$ cat src/rtl/fir_tap_defs.sv
// Shared opcodes, FSM encoding and helpers for the FIR tap buffer custom instruction.
package fir_tap_defs;

  localparam int unsigned DATA_W = 32;

  // Custom-instruction opcodes carried on n.
  localparam logic [7:0] OP_PUSH    = 8'd0;
  localparam logic [7:0] OP_TAP     = 8'd1;
  localparam logic [7:0] OP_COEF_WR = 8'd2;
  localparam logic [7:0] OP_COEF_RD = 8'd3;
  localparam logic [7:0] OP_CLEAR   = 8'd4;

  typedef enum logic [0:0] {
    S_IDLE    = 1'b0,
    S_RD_WAIT = 1'b1
  } fir_state_e;

  // Read-class ops need a RAM access and therefore an extra cycle.
  function automatic logic is_read_op(input logic [7:0] op);
    return (op == OP_TAP) || (op == OP_COEF_RD);
  endfunction

endpackage

$ cat src/rtl/tap_ram.sv
// Simple dual-port synchronous RAM: one write port, one read port with a registered,
// enable-gated output. Contents are never reset.
module tap_ram #(
  parameter int unsigned DEPTH  = 32,
  parameter int unsigned WIDTH  = 32,
  parameter int unsigned ADDR_W = $clog2(DEPTH)
) (
  input  logic              clk_i,
  input  logic              we_i,
  input  logic [ADDR_W-1:0] waddr_i,
  input  logic [WIDTH-1:0]  wdata_i,
  input  logic              re_i,
  input  logic [ADDR_W-1:0] raddr_i,
  output logic [WIDTH-1:0]  rdata_o
);

  logic [WIDTH-1:0] mem [DEPTH];
  logic [WIDTH-1:0] rdata_q;

  // Write port and registered read port; the output holds whenever re_i is low.
  always_ff @(posedge clk_i) begin
    if (we_i) begin
      mem[waddr_i] <= wdata_i;
    end
    if (re_i) begin
      rdata_q <= mem[raddr_i];
    end
  end

  assign rdata_o = rdata_q;

endmodule

$ cat src/rtl/fir_tap_buffer.sv
// FIR sample delay line plus coefficient table, exposed as a Nios II multi-cycle
// custom instruction. Write-class ops complete in one cycle, read-class ops in two.
module fir_tap_buffer
  import fir_tap_defs::*;
#(
  parameter int unsigned DEPTH  = 32,
  parameter int unsigned ADDR_W = 5
) (
  input  logic        clk,
  input  logic        reset,
  input  logic        clk_en,
  input  logic        start,
  input  logic [7:0]  n,
  input  logic [31:0] dataa,
  input  logic [31:0] datab,
  output logic        done,
  output logic [31:0] result
);

  localparam logic [ADDR_W-1:0] PtrOne   = ADDR_W'(1);
  localparam logic [ADDR_W:0]   CountMax = (ADDR_W + 1)'(DEPTH);

  fir_state_e          state_q, state_d;
  logic [ADDR_W-1:0]   wr_ptr_q, wr_ptr_d;
  logic [ADDR_W:0]     count_q, count_d;
  logic                done_q, done_d;
  logic [DATA_W-1:0]   result_q, result_d;
  // Which RAM the pending read targets, and whether a tap index was in range.
  logic                rd_coef_q, rd_coef_d;
  logic                tap_ok_q, tap_ok_d;

  logic                smp_we, smp_re;
  logic [ADDR_W-1:0]   smp_raddr;
  logic [DATA_W-1:0]   smp_rdata;
  logic                coef_we, coef_re;
  logic [DATA_W-1:0]   coef_rdata;
  logic                k_in_range;

  // Tap 0 is the newest sample, i.e. the slot just behind the write pointer.
  assign smp_raddr  = wr_ptr_q - PtrOne - datab[ADDR_W-1:0];
  // Full-width compare so large k never aliases onto a valid tap.
  assign k_in_range = datab < 32'(count_q);

  tap_ram #(
    .DEPTH  (DEPTH),
    .WIDTH  (DATA_W),
    .ADDR_W (ADDR_W)
  ) u_sample_ram (
    .clk_i   (clk),
    .we_i    (smp_we),
    .waddr_i (wr_ptr_q),
    .wdata_i (dataa),
    .re_i    (smp_re),
    .raddr_i (smp_raddr),
    .rdata_o (smp_rdata)
  );

  tap_ram #(
    .DEPTH  (DEPTH),
    .WIDTH  (DATA_W),
    .ADDR_W (ADDR_W)
  ) u_coef_ram (
    .clk_i   (clk),
    .we_i    (coef_we),
    .waddr_i (datab[ADDR_W-1:0]),
    .wdata_i (dataa),
    .re_i    (coef_re),
    .raddr_i (dataa[ADDR_W-1:0]),
    .rdata_o (coef_rdata)
  );

  // Next-state, opcode decode and RAM strobes; everything holds while clk_en is low.
  always_comb begin
    state_d   = state_q;
    wr_ptr_d  = wr_ptr_q;
    count_d   = count_q;
    done_d    = done_q;
    result_d  = result_q;
    rd_coef_d = rd_coef_q;
    tap_ok_d  = tap_ok_q;
    smp_we    = 1'b0;
    smp_re    = 1'b0;
    coef_we   = 1'b0;
    coef_re   = 1'b0;

    // Reset gates the RAM strobes too, so a start during reset cannot write.
    if (clk_en && reset) begin
      done_d = 1'b0;
      unique case (state_q)
        S_IDLE: begin
          if (start) begin
            if (is_read_op(n)) begin
              state_d = S_RD_WAIT;
            end else begin
              done_d = 1'b1;
            end
            case (n)
              OP_PUSH: begin
                smp_we   = 1'b1;
                wr_ptr_d = wr_ptr_q + PtrOne;
                count_d  = (count_q == CountMax) ? count_q : count_q + 1'b1;
                result_d = 32'(count_d);
              end
              OP_TAP: begin
                smp_re    = 1'b1;
                rd_coef_d = 1'b0;
                tap_ok_d  = k_in_range;
              end
              OP_COEF_WR: begin
                coef_we  = 1'b1;
                result_d = '0;
              end
              OP_COEF_RD: begin
                coef_re   = 1'b1;
                rd_coef_d = 1'b1;
                tap_ok_d  = 1'b1;
              end
              OP_CLEAR: begin
                wr_ptr_d = '0;
                count_d  = '0;
                result_d = '0;
              end
              default: begin
                result_d = '0;
              end
            endcase
          end
        end
        S_RD_WAIT: begin
          if (rd_coef_q) begin
            result_d = coef_rdata;
          end else begin
            result_d = tap_ok_q ? smp_rdata : '0;
          end
          done_d  = 1'b1;
          state_d = S_IDLE;
        end
        default: begin
          state_d = S_IDLE;
        end
      endcase
    end
  end

  // State registers with synchronous active-low reset.
  always_ff @(posedge clk) begin
    if (!reset) begin
      state_q   <= S_IDLE;
      wr_ptr_q  <= '0;
      count_q   <= '0;
      done_q    <= 1'b0;
      result_q  <= '0;
      rd_coef_q <= 1'b0;
      tap_ok_q  <= 1'b0;
    end else begin
      state_q   <= state_d;
      wr_ptr_q  <= wr_ptr_d;
      count_q   <= count_d;
      done_q    <= done_d;
      result_q  <= result_d;
      rd_coef_q <= rd_coef_d;
      tap_ok_q  <= tap_ok_d;
    end
  end

  assign done   = done_q;
  assign result = result_q;

endmodule

$ cat config.mk
export PLATFORM = sky130hd
export DESIGN_NAME = fir_tap_buffer
export DESIGN_NICKNAME = d
export VERILOG_FILES = /design/src/rtl/fir_tap_defs.sv /design/src/rtl/tap_ram.sv /design/src/rtl/fir_tap_buffer.sv
export SDC_FILE = /design/constraint.sdc
export NUM_CORES = 2
export LEC_CHECK = 0
export ABC_AREA = 1
export BUFFER_PORTS_ARGS = -buffer_cell sky130_fd_sc_hd__clkbuf_2
export CORE_MARGIN = 3
export CORE_UTILIZATION = 50
export CTS_BUF_LIST = sky130_fd_sc_hd__clkbuf_8
export CTS_CLUSTER_DIAMETER = 30
export CTS_CLUSTER_SIZE = 40
export DETAILED_ROUTE_END_ITERATION = 8
export HOLD_SLACK_MARGIN = 0.1
export PLACE_DENSITY_LB_ADDON = 0.12
export SLEW_MARGIN = 20
export SYNTH_ARGS = -nofsm -noshare
export SYNTH_HDL_FRONTEND = slang
export SYNTH_HIERARCHICAL = 1
export SYNTH_SLANG_ARGS = --single-unit
$ cat constraint.sdc
create_clock -name clk -period 4.2 [get_ports clk]
set_input_delay 0.84 -clock clk [delete_from_list [all_inputs] [get_ports clk]]
set_output_delay 0.84 -clock clk [all_outputs]
set_load 0.01 [all_outputs]
==> run_results.csv <==
group,metric,value,unit
worst_setup_path,required,5000,ps
pwr,total_power,51200,uW
placed_design,dp_hpwl,146000,microns
global_route,grt_antenna_before_repair,18,
yosys,ys_types,37,
routing,route.vias.total,60100,
yosys,synth_seq_cells,2159,
timing,finalMaxSlewViolations,0,
pwr,leakagePower,0.0379,uW
cells_and_area,fillers,14300,
worst_setup_path,r2r_slack,770,ps
clocking,htreeDepth,5,
timing,period_share,81.6,%
clocking,cts_max_path_buffers,4,
floorplan,die_w,426,microns
clocking,clkSinkCount,2159,
worst_setup_path,cpPeakStageDelay,870,ps
routing,drtIter0Drc,6206,
timing,max_freq,292,MHz
global_route,overflow,0,
timing,worst_pin_slew,1130,ps
clocking,cts_hold_buf,1,
cells_and_area,area_growth,15.7,%
yosys,yosys.area_share.simple,22.6,%
cells_and_area,final_util,58.5,%
routing,drc_errors,0,
floorplan,io_pins,109,
timing,rsz0062_at_grt,"false",
cells_and_area,multi_input_area,21200,sq um
clocking,cts_made_buffers,452,
worst_setup_path,cp_top_family,"adder cells",
cells_and_area,nets,7982,
yosys,synthesis.instances,7542,
worst_setup_path,cp_common_cell,"nand2_1",
timing,fin_setup_tns,0,ps
timing,relSlewSlack,25.0,%
yosys,synth_nets,7631,
yosys,synth_top_family_by_area,"simple AND/OR/NAND/NOR gates",
run,drv_cap,0,
global_route,track_usage,29.0,%
yosys,yosys-mux-area-fraction,0,%
cells_and_area,drive_gt1_share,14.3,%
placed_design,gp_congestion,0.849,
worst_setup_path,cp.arrival,4230,ps
pwr,cellPowerDensity,500,nW/um^2
floorplan,core,175000,sq um
floorplan,row_count,153,
worst_setup_path,critPathLaunchType,"flop",
cells_and_area,seqCellArea,64400,sq um
global_route,grt_pass1_vias,58200,
timing,finalSetupViolCount,0,
clocking,clk_pin_slew,70,ps
routing,avgRoutedWirePerCell,25.0,microns
routing,routed_wl,265000,microns
worst_setup_path,path_buf_inv,2,
yosys,ys_seq_area_share,72.8,%
yosys,synth_fa_ha_area_share,0.192,%
yosys,synth_area_per_cell,11.7,sq um
yosys,syn_area,88400,sq um
timing,hold_viol,0,
placed_design,io_buffers,108,
worst_setup_path,critPathCaptureType,"flop",
clocking,postCtsSetupBuffers,0,
floorplan,die_h,426,microns
worst_setup_path,crit_slowest_cell,"fa_4",
clocking,clk_latency,1080,ps
clocking,cts_tree,"built",
run_status,status,"finished clean",
floorplan,dieArea,182000,sq um
clocking,clock-root-buffer,"clkbuf_8",
floorplan,start_util,50.6,%
routing,drtPass1Iterations,6,
yosys,ys_warn_count,6,
yosys,synth_compound_area_share,0.483,%
global_route,grt_max_degree,134,
global_route,grt_pass1_wl,387000,microns
worst_setup_path,worstSetupPathType,"reg -> reg",
worst_setup_path,cp_max_fo,68,
clocking,cts_resized,0,
routing,vias_per_cell,5.66,
routing,drtAntennaViolNets,0,
yosys,synth_xor_area_share,0.0495,%
min_path,hold_path_class,"in -> reg",
worst_setup_path,crit_chain,"ha_4 > fa_4 > buf_12 > buf_12 > nand3_1 > nand3_1 > nand2_1 > nand2_1 > nand2_1 > nand2_1 > nand2_1",
timing,min_period,3430,ps
pwr,peakVddDrop,0.353,mV
timing,fin_skew,75.9,ps
==> layout by cell type (no fill, tap or decap), types with 38 or more instances in the layout <==
cell        netlist  layout
a21oi_1          38      38
buf_12            0      69
buf_4            49     176
bufinv_16         0      69
clkbuf_2          1      98
clkbuf_8          0     463
clkinv_1          1      63
clkinv_2          1      71
clkinv_4          0      42
clkinvlp_4        0      60
dfxtp_1          47      47
edfxtp_1       2112    2112
inv_1            43      73
nand2_1        3013    3013
nand3_1        1585    1585
nor2_1          157      93
nor2_4            1      66
==> final cells by class <==
cell class,count,share of cell area (%)
flip-flops and latches,2159,62.9
multi-input cells,4872,20.7
clock buffers,462,6.22
clock inverters,366,3.78
repair buffers,352,3.20
well taps,2325,2.85
inverters,56,0.266
diodes,11,0.0269
==> worst reg2reg max path: stages, from the launching register on <==
cell and delay, ps:
dfxtp_1 420, ha_4 230, fa_4 870, buf_12 360, buf_12 410, nand3_1 140
nand3_1 80, nand2_1 100, nand2_1 70, nand2_1 100, nand2_1 300, nand2_1 110
==> path summary, 6_finish.rpt <==
kind                               to   startpoint  depth (start not counted)
max reg2reg  u_sample_ram/rdata_o[27]  wr_ptr_q[0]                         11
min              u_coef_ram/mem[2][1]     dataa[1]                          1
max          u_sample_ram/rdata_o[27]  wr_ptr_q[0]                         11
min reg2reg                result[20]   result[20]                          2
==> metrics by stage <==
step / hold WS [ps] / instance area [sq um] / worst slack, ps / cells
after global placement: 467 / 92000 / 235 / 9763
after floorplan: 459 / 88400 / 241 / 7542
after detailed placement: 492 / 92000 / 221 / 9763
final: 254 / 102000 / 773 / 10600
after CTS: 151 / 102000 / 801 / 10600
after global routing: 179 / 102000 / 694 / 10600
==> cell usage after synthesis, drive strengths merged <==
library cell,instances,area [sq um]
edfxtp,2112,63400
nor2,160,613
or2,2,12.5
a22o,5,43.8
nor3,3,15.0
inv,54,223
fa,1,20.0
ha,12,150
a21oi,38,190
clkinv,2,8.75
buf,398,2990
dfxtp,47,941
xor2,5,43.8
nand4,5,31.3
nand2,3018,11400
a22oi,1,7.51
o211a,1,10.0
clkbuf,57,219
nand3,1586,7940
o21ai,35,175
==> state kept, by name, summed over array words and instances (netlist names) <==
signal,flops
u_coef_ram/mem,1024
done,1
tap_ok_q,1
count_q,6
u_sample_ram/mem,1024
wr_ptr_q,5
state_q,1
rd_coef_q,1
u_sample_ram/rdata_o,32
u_coef_ram/rdata_o,32
result,32
==> metal layers <==
layer	vias to the layer above	wire length, microns	part of all wire (%)	global-route usage, %
met1	29500	105000	40	38.8
met3	563	20600	7.8	4.36
met4	0	11500	4.3	13.1
li1	27100	-	-	-
met2	2876	127000	48	47.0
met5	-	0	0	0
==> cell families after synthesis <==
group	Yosys count
compound gates	80
xor+xnor	5
fa+ha+maj	13
buf+inv	511
flops	2159
simple gates	4774
==> where the power goes <==
part           internal, uW  switching (uW)
registers             23700            9.76
logic                   666            2020
clock network         14800            9990
(Power assumes the default switching activity.)
